`src/rtl/trap_vector_ctrl_pkg.sv`:
```
// Shared definitions for the trap/interrupt vector controller: FSM states,
// trap source tags, cause codes and the fixed vector offsets.
package trap_vector_ctrl_pkg;

    typedef enum logic [1:0] {
        ST_IDLE   = 2'd0,
        ST_REQ    = 2'd1,
        ST_ACTIVE = 2'd2
    } trap_state_e;

    typedef enum logic [2:0] {
        SRC_NONE   = 3'd0,
        SRC_NMI    = 3'd1,
        SRC_EBREAK = 3'd2,
        SRC_ECALL  = 3'd3,
        SRC_TMR    = 3'd4,
        SRC_IRQ    = 3'd5
    } trap_src_e;

    localparam logic [7:0] CAUSE_NMI      = 8'h01;
    localparam logic [7:0] CAUSE_ECALL    = 8'h02;
    localparam logic [7:0] CAUSE_EBREAK   = 8'h03;
    localparam logic [7:0] CAUSE_TMR      = 8'h04;
    localparam logic [7:0] CAUSE_IRQ_BASE = 8'h80;

    localparam logic [11:0] VEC_OFF_NMI    = 12'h010;
    localparam logic [11:0] VEC_OFF_ECALL  = 12'h020;
    localparam logic [11:0] VEC_OFF_EBREAK = 12'h030;
    localparam logic [11:0] VEC_OFF_TMR    = 12'h040;
    localparam logic [11:0] VEC_OFF_IRQ    = 12'h100;

endpackage

```
`src/rtl/trap_vector_ctrl_irq_prio_enc.sv`:
```
// Lowest-index-first priority encoder over the eligible external IRQ lines.
module irq_prio_enc #(
    parameter int N  = 8,
    parameter int IW = (N > 1) ? $clog2(N) : 1
) (
    input  logic [N-1:0]  i_req,
    output logic          o_valid,
    output logic [IW-1:0] o_idx
);

    // Scan from the top down so the lowest set index is the last one written.
    always_comb begin
        o_valid = 1'b0;
        o_idx   = '0;
        for (int i = N - 1; i >= 0; i--) begin
            if (i_req[i]) begin
                o_valid = 1'b1;
                o_idx   = IW'(i);
            end
        end
    end

endmodule

```
`src/rtl/trap_vector_ctrl.sv`:
```
// Trap/interrupt controller: latches NMI and external IRQ edges, arbitrates
// NMI > EBREAK > ECALL > TMR > IRQ(lowest index), and holds a registered trap
// request (address, cause, EPC) until the core acknowledges it. Tracks the
// handler until mret.
//
// Handshake: trap_req is a valid that, once raised, holds trap_addr and
// trap_cause frozen until the cycle trap_ack is sampled high with trap_req
// high; trap_ack while trap_req is low has no effect.
module trap_vector_ctrl
    import trap_vector_ctrl_pkg::*;
#(
    parameter int              XLEN       = 32,
    parameter int              NUM_IRQ    = 8,
    parameter logic [XLEN-1:0] BASE_RST   = '0,
    parameter logic [XLEN-1:0] IRQ_STRIDE = XLEN'(32'h10)
) (
    input  logic               clk,
    input  logic               rst_n,
    input  logic [XLEN-1:0]    pc_in,
    input  logic               exc_ecall,
    input  logic               exc_ebreak,
    input  logic               nmi,
    input  logic               tmr_irq,
    input  logic [NUM_IRQ-1:0] irq,
    input  logic               gie_set,
    input  logic               tmr_en,
    input  logic               mask_we,
    input  logic [NUM_IRQ-1:0] mask_wd,
    input  logic               base_we,
    input  logic [XLEN-1:0]    base_wd,
    input  logic               vec_mode,
    input  logic               trap_ack,
    input  logic               mret,
    output logic               trap_req,
    output logic [XLEN-1:0]    trap_addr,
    output logic [7:0]         trap_cause,
    output logic [XLEN-1:0]    epc,
    output logic               in_handler,
    output logic               exc_err,
    output logic [1:0]         dbg_state
);

    localparam int              IW        = (NUM_IRQ > 1) ? $clog2(NUM_IRQ) : 1;
    localparam logic [XLEN-1:0] BASE_MASK = ~XLEN'(3);

    trap_state_e        r_state;
    logic               r_nmi_d;
    logic [NUM_IRQ-1:0] r_irq_d;
    logic               r_nmi_p;
    logic [NUM_IRQ-1:0] r_irq_p;
    logic               r_gie;
    logic               r_pgie;
    logic [NUM_IRQ-1:0] r_mask;
    logic [XLEN-1:0]    r_base;
    trap_src_e          r_win_src;
    logic [IW-1:0]      r_win_idx;
    logic               r_trap_req;
    logic [XLEN-1:0]    r_trap_addr;
    logic [7:0]         r_trap_cause;
    logic [XLEN-1:0]    r_epc;
    logic               r_in_handler;
    logic               r_exc_err;

    logic               w_nmi_edge;
    logic [NUM_IRQ-1:0] w_irq_edge;
    logic               w_nmi_elig;
    logic               w_tmr_elig;
    logic [NUM_IRQ-1:0] w_irq_elig;
    logic               w_irq_valid;
    logic [IW-1:0]      w_irq_idx;
    logic               w_any;
    trap_src_e          w_src;
    logic [7:0]         w_cause;
    logic [XLEN-1:0]    w_off;
    logic [XLEN-1:0]    w_addr;
    logic               w_ack;
    logic               w_clr_nmi;
    logic [NUM_IRQ-1:0] w_clr_irq;

    // An edge arriving this cycle is already eligible, giving one-cycle latency.
    assign w_nmi_edge = nmi & ~r_nmi_d;
    assign w_irq_edge = irq & ~r_irq_d;
    assign w_nmi_elig = r_nmi_p | w_nmi_edge;
    assign w_tmr_elig = tmr_irq & tmr_en & r_gie;
    assign w_irq_elig = (r_irq_p | w_irq_edge) & r_mask & {NUM_IRQ{r_gie}};

    irq_prio_enc #(
        .N  (NUM_IRQ),
        .IW (IW)
    ) u_irq_prio_enc (
        .i_req   (w_irq_elig),
        .o_valid (w_irq_valid),
        .o_idx   (w_irq_idx)
    );

    // Fixed-priority winner selection with its cause code and vector offset.
    always_comb begin
        w_any   = 1'b0;
        w_src   = SRC_NONE;
        w_cause = '0;
        w_off   = '0;
        if (w_nmi_elig) begin
            w_any   = 1'b1;
            w_src   = SRC_NMI;
            w_cause = CAUSE_NMI;
            w_off   = XLEN'(VEC_OFF_NMI);
        end else if (exc_ebreak) begin
            w_any   = 1'b1;
            w_src   = SRC_EBREAK;
            w_cause = CAUSE_EBREAK;
            w_off   = XLEN'(VEC_OFF_EBREAK);
        end else if (exc_ecall) begin
            w_any   = 1'b1;
            w_src   = SRC_ECALL;
            w_cause = CAUSE_ECALL;
            w_off   = XLEN'(VEC_OFF_ECALL);
        end else if (w_tmr_elig) begin
            w_any   = 1'b1;
            w_src   = SRC_TMR;
            w_cause = CAUSE_TMR;
            w_off   = XLEN'(VEC_OFF_TMR);
        end else if (w_irq_valid) begin
            w_any   = 1'b1;
            w_src   = SRC_IRQ;
            w_cause = CAUSE_IRQ_BASE | 8'(w_irq_idx);
            w_off   = XLEN'(VEC_OFF_IRQ) + XLEN'(w_irq_idx) * IRQ_STRIDE;
        end
    end

    // Sums wrap modulo 2^XLEN; direct mode sends every trap to the base.
    assign w_addr = vec_mode ? (r_base + w_off) : r_base;

    assign w_ack     = (r_state == ST_REQ) & trap_ack;
    assign w_clr_nmi = w_ack & (r_win_src == SRC_NMI);
    assign w_clr_irq = (w_ack && (r_win_src == SRC_IRQ)) ? (NUM_IRQ'(1) << r_win_idx) : '0;

    // Edge detectors and pending latches; an edge in the ack cycle survives the clear.
    always_ff @(posedge clk or negedge rst_n) begin
        if (!rst_n) begin
            r_nmi_d <= 1'b0;
            r_irq_d <= '0;
            r_nmi_p <= 1'b0;
            r_irq_p <= '0;
        end else begin
            r_nmi_d <= nmi;
            r_irq_d <= irq;
            r_nmi_p <= (r_nmi_p & ~w_clr_nmi) | w_nmi_edge;
            r_irq_p <= (r_irq_p & ~w_clr_irq) | w_irq_edge;
        end
    end

    // Software-visible configuration: mask and vector base (word aligned).
    always_ff @(posedge clk or negedge rst_n) begin
        if (!rst_n) begin
            r_mask <= '0;
            r_base <= BASE_RST & BASE_MASK;
        end else begin
            if (mask_we) r_mask <= mask_wd;
            if (base_we) r_base <= base_wd & BASE_MASK;
        end
    end

    // Trap FSM with registered request outputs and global interrupt enable.
    always_ff @(posedge clk or negedge rst_n) begin
        if (!rst_n) begin
            r_state      <= ST_IDLE;
            r_trap_req   <= 1'b0;
            r_trap_addr  <= '0;
            r_trap_cause <= '0;
            r_epc        <= '0;
            r_in_handler <= 1'b0;
            r_exc_err    <= 1'b0;
            r_gie        <= 1'b0;
            r_pgie       <= 1'b0;
            r_win_src    <= SRC_NONE;
            r_win_idx    <= '0;
        end else begin
            r_exc_err <= (exc_ecall | exc_ebreak) & (r_state != ST_IDLE);
            case (r_state)
                ST_IDLE: begin
                    if (w_any) begin
                        r_state      <= ST_REQ;
                        r_trap_req   <= 1'b1;
                        r_trap_addr  <= w_addr;
                        r_trap_cause <= w_cause;
                        r_epc        <= pc_in;
                        r_win_src    <= w_src;
                        r_win_idx    <= w_irq_idx;
                        r_pgie       <= r_gie;
                        r_gie        <= 1'b0;
                    end else if (gie_set) begin
                        r_gie <= 1'b1;
                    end
                end
                ST_REQ: begin
                    if (trap_ack) begin
                        r_state      <= ST_ACTIVE;
                        r_trap_req   <= 1'b0;
                        r_in_handler <= 1'b1;
                    end
                    if (gie_set) r_gie <= 1'b1;
                end
                ST_ACTIVE: begin
                    if (mret) begin
                        r_state      <= ST_IDLE;
                        r_in_handler <= 1'b0;
                        r_gie        <= r_pgie | gie_set;
                    end else if (gie_set) begin
                        r_gie <= 1'b1;
                    end
                end
                default: begin
                    r_state      <= ST_IDLE;
                    r_trap_req   <= 1'b0;
                    r_in_handler <= 1'b0;
                end
            endcase
        end
    end

    assign trap_req   = r_trap_req;
    assign trap_addr  = r_trap_addr;
    assign trap_cause = r_trap_cause;
    assign epc        = r_epc;
    assign in_handler = r_in_handler;
    assign exc_err    = r_exc_err;
    assign dbg_state  = r_state;

endmodule

```
`config.mk`:
```
export PLATFORM = sky130hd
export DESIGN_NAME = trap_vector_ctrl
export DESIGN_NICKNAME = d
export VERILOG_FILES = /design/src/rtl/trap_vector_ctrl_pkg.sv /design/src/rtl/trap_vector_ctrl_irq_prio_enc.sv /design/src/rtl/trap_vector_ctrl.sv
export SDC_FILE = /design/constraint.sdc
export NUM_CORES = 1
export LEC_CHECK = 0
export ABC_AREA = 1
export CORE_ASPECT_RATIO = 1.1
export CORE_MARGIN = 8
export CORE_UTILIZATION = 49
export DETAILED_ROUTE_END_ITERATION = 10
export PLACE_DENSITY = 0.85
export SETUP_SLACK_MARGIN = 0.15
export SYNTH_ARGS = -nofsm -noshare
export SYNTH_HDL_FRONTEND = slang
export SYNTH_SLANG_ARGS = --single-unit
```
`constraint.sdc`:
```
create_clock -name clk -period 4.3 [get_ports clk]
set_clock_uncertainty 0.2 [all_clocks]
set_input_delay 0.645 -clock clk [delete_from_list [all_inputs] [get_ports clk]]
set_output_delay 0.645 -clock clk [all_outputs]
set_load 0.02 [all_outputs]
```
==> summary.md <==
| Metric | Value |
|---|---|
| Final min period | `3.83 ns` |
| Crit Path Max Fanout | `6` |
| Worst setup SP type | `input pin` |
| Final Setup Violations | `0` |
| Unrepaired setup endpoints after global routing | `no` |
| PortBufs | `161` |
| Int Pwr | `3.68 mW` |
| Drt pass-1 iters | `4` |
| Clock Latency Late Sink | `0.42 ns` |
| Vias/cell | `4.96` |
| Max-slew violations | `0` |
| Pre-CTS setup slack | `0.132 ns` |
| Hold/Removal Path Class | `in2async` |
| Switching Fraction | `37.4%` |
| Combinational Power Share | `40.2%` |
| Synth top area share | `52.6%` |
| # fillers | `1020` |
| Final worst setup slack | `0.474 ns` |
| Grt ovf | `0` |
| Post-synth cell types | `40` |
| Final #Nets | `997` |
| Critical path required time | `4.38 ns` |
| Worst-Margin Slew | `0.919 ns` |
| Post-CTS Hold Buffers | `0` |
| Sequential share of power | `32.9%` |
| Final instance area | `8700 sq um` |
| Number of remaining DRC errors | `0` |
| Cells on worst reg2reg path | `24` |
| Area contributors post-synth | `dfrtp_1 (53%), nand2_1 (15%), inv_1 (4.6%), o21ai_0 (4.1%), nand2_2 (3.0%)` |
| Die H | `136 um` |
| H-tree depth | `4` |
| Metal-1 WL | `6.87 mm` |
| Clock Pin Slew Worst Setup and Hold Paths | `0.06 ns` |
| Post-Route WL | `16.6 mm` |
| Most frequent cell after synthesis | `nand2_1` |
| FF-to-FF Start | `r_gie$_DFFE_PN0P_` |
| First-pass GRT wire length | `26.7 mm` |
| Leakage | `4.23 nW` |
| Hold_ws | `0.131 ns` |
| Clock power share | `26.8%` |
| Area Growth Syn to Fin | `35.5%` |
| CTS tree | `yes` |
| Wire length per cell | `15.5 um` |
| Met3 routed WL | `1.01 mm` |
| Largest net degree at the start of global routing | `101` |
| Cts bufs inserted | `17` |
| Number of flops mapped to enable cells by yosys | `0` |
| Mapped cell area | `6420 sq um` |
| Placement row count | `44` |
| Final cell utilization of the core | `66.9%` |
| Initial Util | `49.4%` |
| Antenna violations before repair | `0` |
| VDD IR max | `403 uV` |
| Chip width | `125 um` |
| Primary FF master, synth | `dfrtp_1` |
| Synth Instances | `736` |
| Worst rel slew slack | `38.8%` |
| Max-Cap Viols | `0` |
| Vias | `5302` |
| CP Capture Type | `register` |
| Final Hold Viols | `0` |
| Number of synthesized register bits | `135` |
| Number of routed nets with antenna violations | `0` |
| Diode count | `0` |
| Async set-or-reset flop fraction in the synthesized netlist | `100%` |
| Syn Area/Cell | `8.72 sq um` |
| Post-synth top cells | `nand2_1 (251), dfrtp_1 (135), inv_1 (78)` |
| Worst EP arrival | `3.90 ns` |
| IO Pins | `170` |
| Post-CTS Setup Bufs | `0` |
| Final GP Congestion | `0.825` |
| Status | `finished clean` |
| GR Util All Layers | `19.9%` |
| Register area share after synthesis | `52.6%` |
| Worst R2R Setup Slack | `0.58 ns` |
| NetSw | `2.20 mW` |
| Vias in the first global route | `5440` |
| Final period util | `89.0%` |
| Share of cells above drive strength 1 | `11.5%` |
| Routed wl met2 | `8.45 mm` |
| Setup TNS | `0 ns` |
| First DRT Iteration DRCs | `360` |
| Post-place instance area | `8040 sq um` |
| CP Launch Point | `irq[0]` |
| Critical Path End | `trap_addr[16]$_DFFE_PN0P_` |
| CTS sink count | `135` |
| Die area | `17000 sq um` |
| R2r endpoint | `trap_addr[16]$_DFFE_PN0P_` |
| Kind of critical path | `in2reg` |
| Root Driver | `clkbuf_16` |
| Core footprint | `13000 sq um` |
| CTS Buffer Depth | `2` |
| Power per cell area | `675 nW/um^2` |
| Ys Warns | `0` |
| Post-CTS Resized | `0` |
| Post-synth top area cell | `dfrtp_1` |
| Fmax | `261 MHz` |
| Top Metal Used | `met4` |
| Post-DP HPWL | `11.8 mm` |
## power groups by stage
| stage | Combinational, mW | Clock, mW | Sequential [mW] |
|---|---|---|---|
| after floorplan | 1.10 | 0 | 2.29 |
| after global placement | 2.33 | 0 | 1.93 |
| after detailed placement | 2.38 | 0 | 1.95 |
| after CTS | 2.40 | 1.60 | 1.94 |
| after global routing | 2.59 | 1.66 | 1.99 |
| final | 2.36 | 1.57 | 1.93 |
## how the worst min path moves through the flow
stage,startpoint,end,slack [ns],cells after the start
2_1_floorplan,rst_n,dbg_state[0]$_DFFE_PN0P_,0.15,0
3_3_place_gp,epc[11]$_DFFE_PN0P_,epc[11]$_DFFE_PN0P_,0.25,2
3_5_place_dp,epc[8]$_DFFE_PN0P_,epc[8]$_DFFE_PN0P_,0.26,2
4_1_cts,rst_n,r_mask[6]$_DFFE_PN0P_,0.18,1
5_1_grt,rst_n,r_mask[6]$_DFFE_PN0P_,0.22,1
6_report,rst_n,dbg_state[0]$_DFFE_PN0P_,0.13,1
## cell families after synthesis
family	Yosys count	synth area share (%)
and+or+nand+nor	365	25.3
DFF	135	52.6
buffers and inverters	116	8.79
AOI/OAI and AO/OA	82	6.92
muxes	15	2.63
xor gates and xnor gates	13	1.77
adders and majority gates	9	1.87
other	1	0.0584
## stage by stage
stage | power (mW) | std cells
final | 5.87 | 1069
after global routing | 6.23 | 1069
after CTS | 5.93 | 1069
after detailed placement | 4.33 | 1037
after global placement | 4.25 | 1037
after floorplan | 3.39 | 741
## placed cells by master, fill, tap and decap left out, types with 3 or more instances in the layout
master           count
clkinvlp_4           3
conb_1               6
ha_1                 8
mux2_2              15
buf_4                4
o211ai_1             4
nand3_1             29
a31oi_1              9
nand2_2             31
clkbuf_8             4
clkdlybuf4s50_1    159
o21ai_0             52
inv_2                7
nand2_1            251
nor3_1               8
nand3b_1             3
bufinv_16            4
o21ai_1              4
xor2_1              13
a21oi_1              8
dfrtp_1            135
nor2_1              20
inv_1               78
clkinv_4             3
clkbuf_16           17
nand4_1              9
nor2_4               4
## worst max-delay path, cell delays in order
cell and delay [ns]:
clkdlybuf4s50_1 0.48, nand2_1 0.08, nand2_1 0.09, nand2_1 0.11
nand2_2 0.11, nor2_4 0.05, nand2_1 0.06, nand2_1 0.09
nor2_2 0.13, nand3_1 0.11, nand2_1 0.14, ha_1 0.18
inv_1 0.05, fa_1 0.40, inv_1 0.07, nand2_1 0.04
nand2_1 0.08, nand2_1 0.07, nand2_1 0.08, nand2_1 0.11
nor2_4 0.14, nand2_1 0.12, nor2_4 0.21, xor2_1 0.17
o21ai_1 0.07
## layer usage
layer	vias up	global-route usage (%)
li1	2614	-
met1	2512	22.6
met2	151	34.7
met3	25	6.63
met4	0	6.84
met5	-	0
## sequential cells by signal, summed over array words and instances, names as in the netlist
signal,cells
r_win_src,3
exc_err,1
r_win_idx,3
trap_cause,4
dbg_state,2
r_gie,1
r_irq_p,8
r_irq_d,8
trap_addr,30
r_mask,8
r_base,30
trap_req,1
r_nmi_p,1
epc,32
r_pgie,1
in_handler,1
r_nmi_d,1
## cell type report
type | count | area, sq um | area share, %
Sequential cell | 135 | 3380 | 38.8
Multi-Input combinational cell | 490 | 2500 | 28.8
Timing Repair Buffer | 165 | 1640 | 18.8
Clock buffer | 21 | 480 | 5.52
Inverter | 86 | 328 | 3.77
Tap cell | 161 | 201 | 2.32
Clock inverter | 11 | 170 | 1.96
Note: power is estimated with default switching activity, not from simulation.
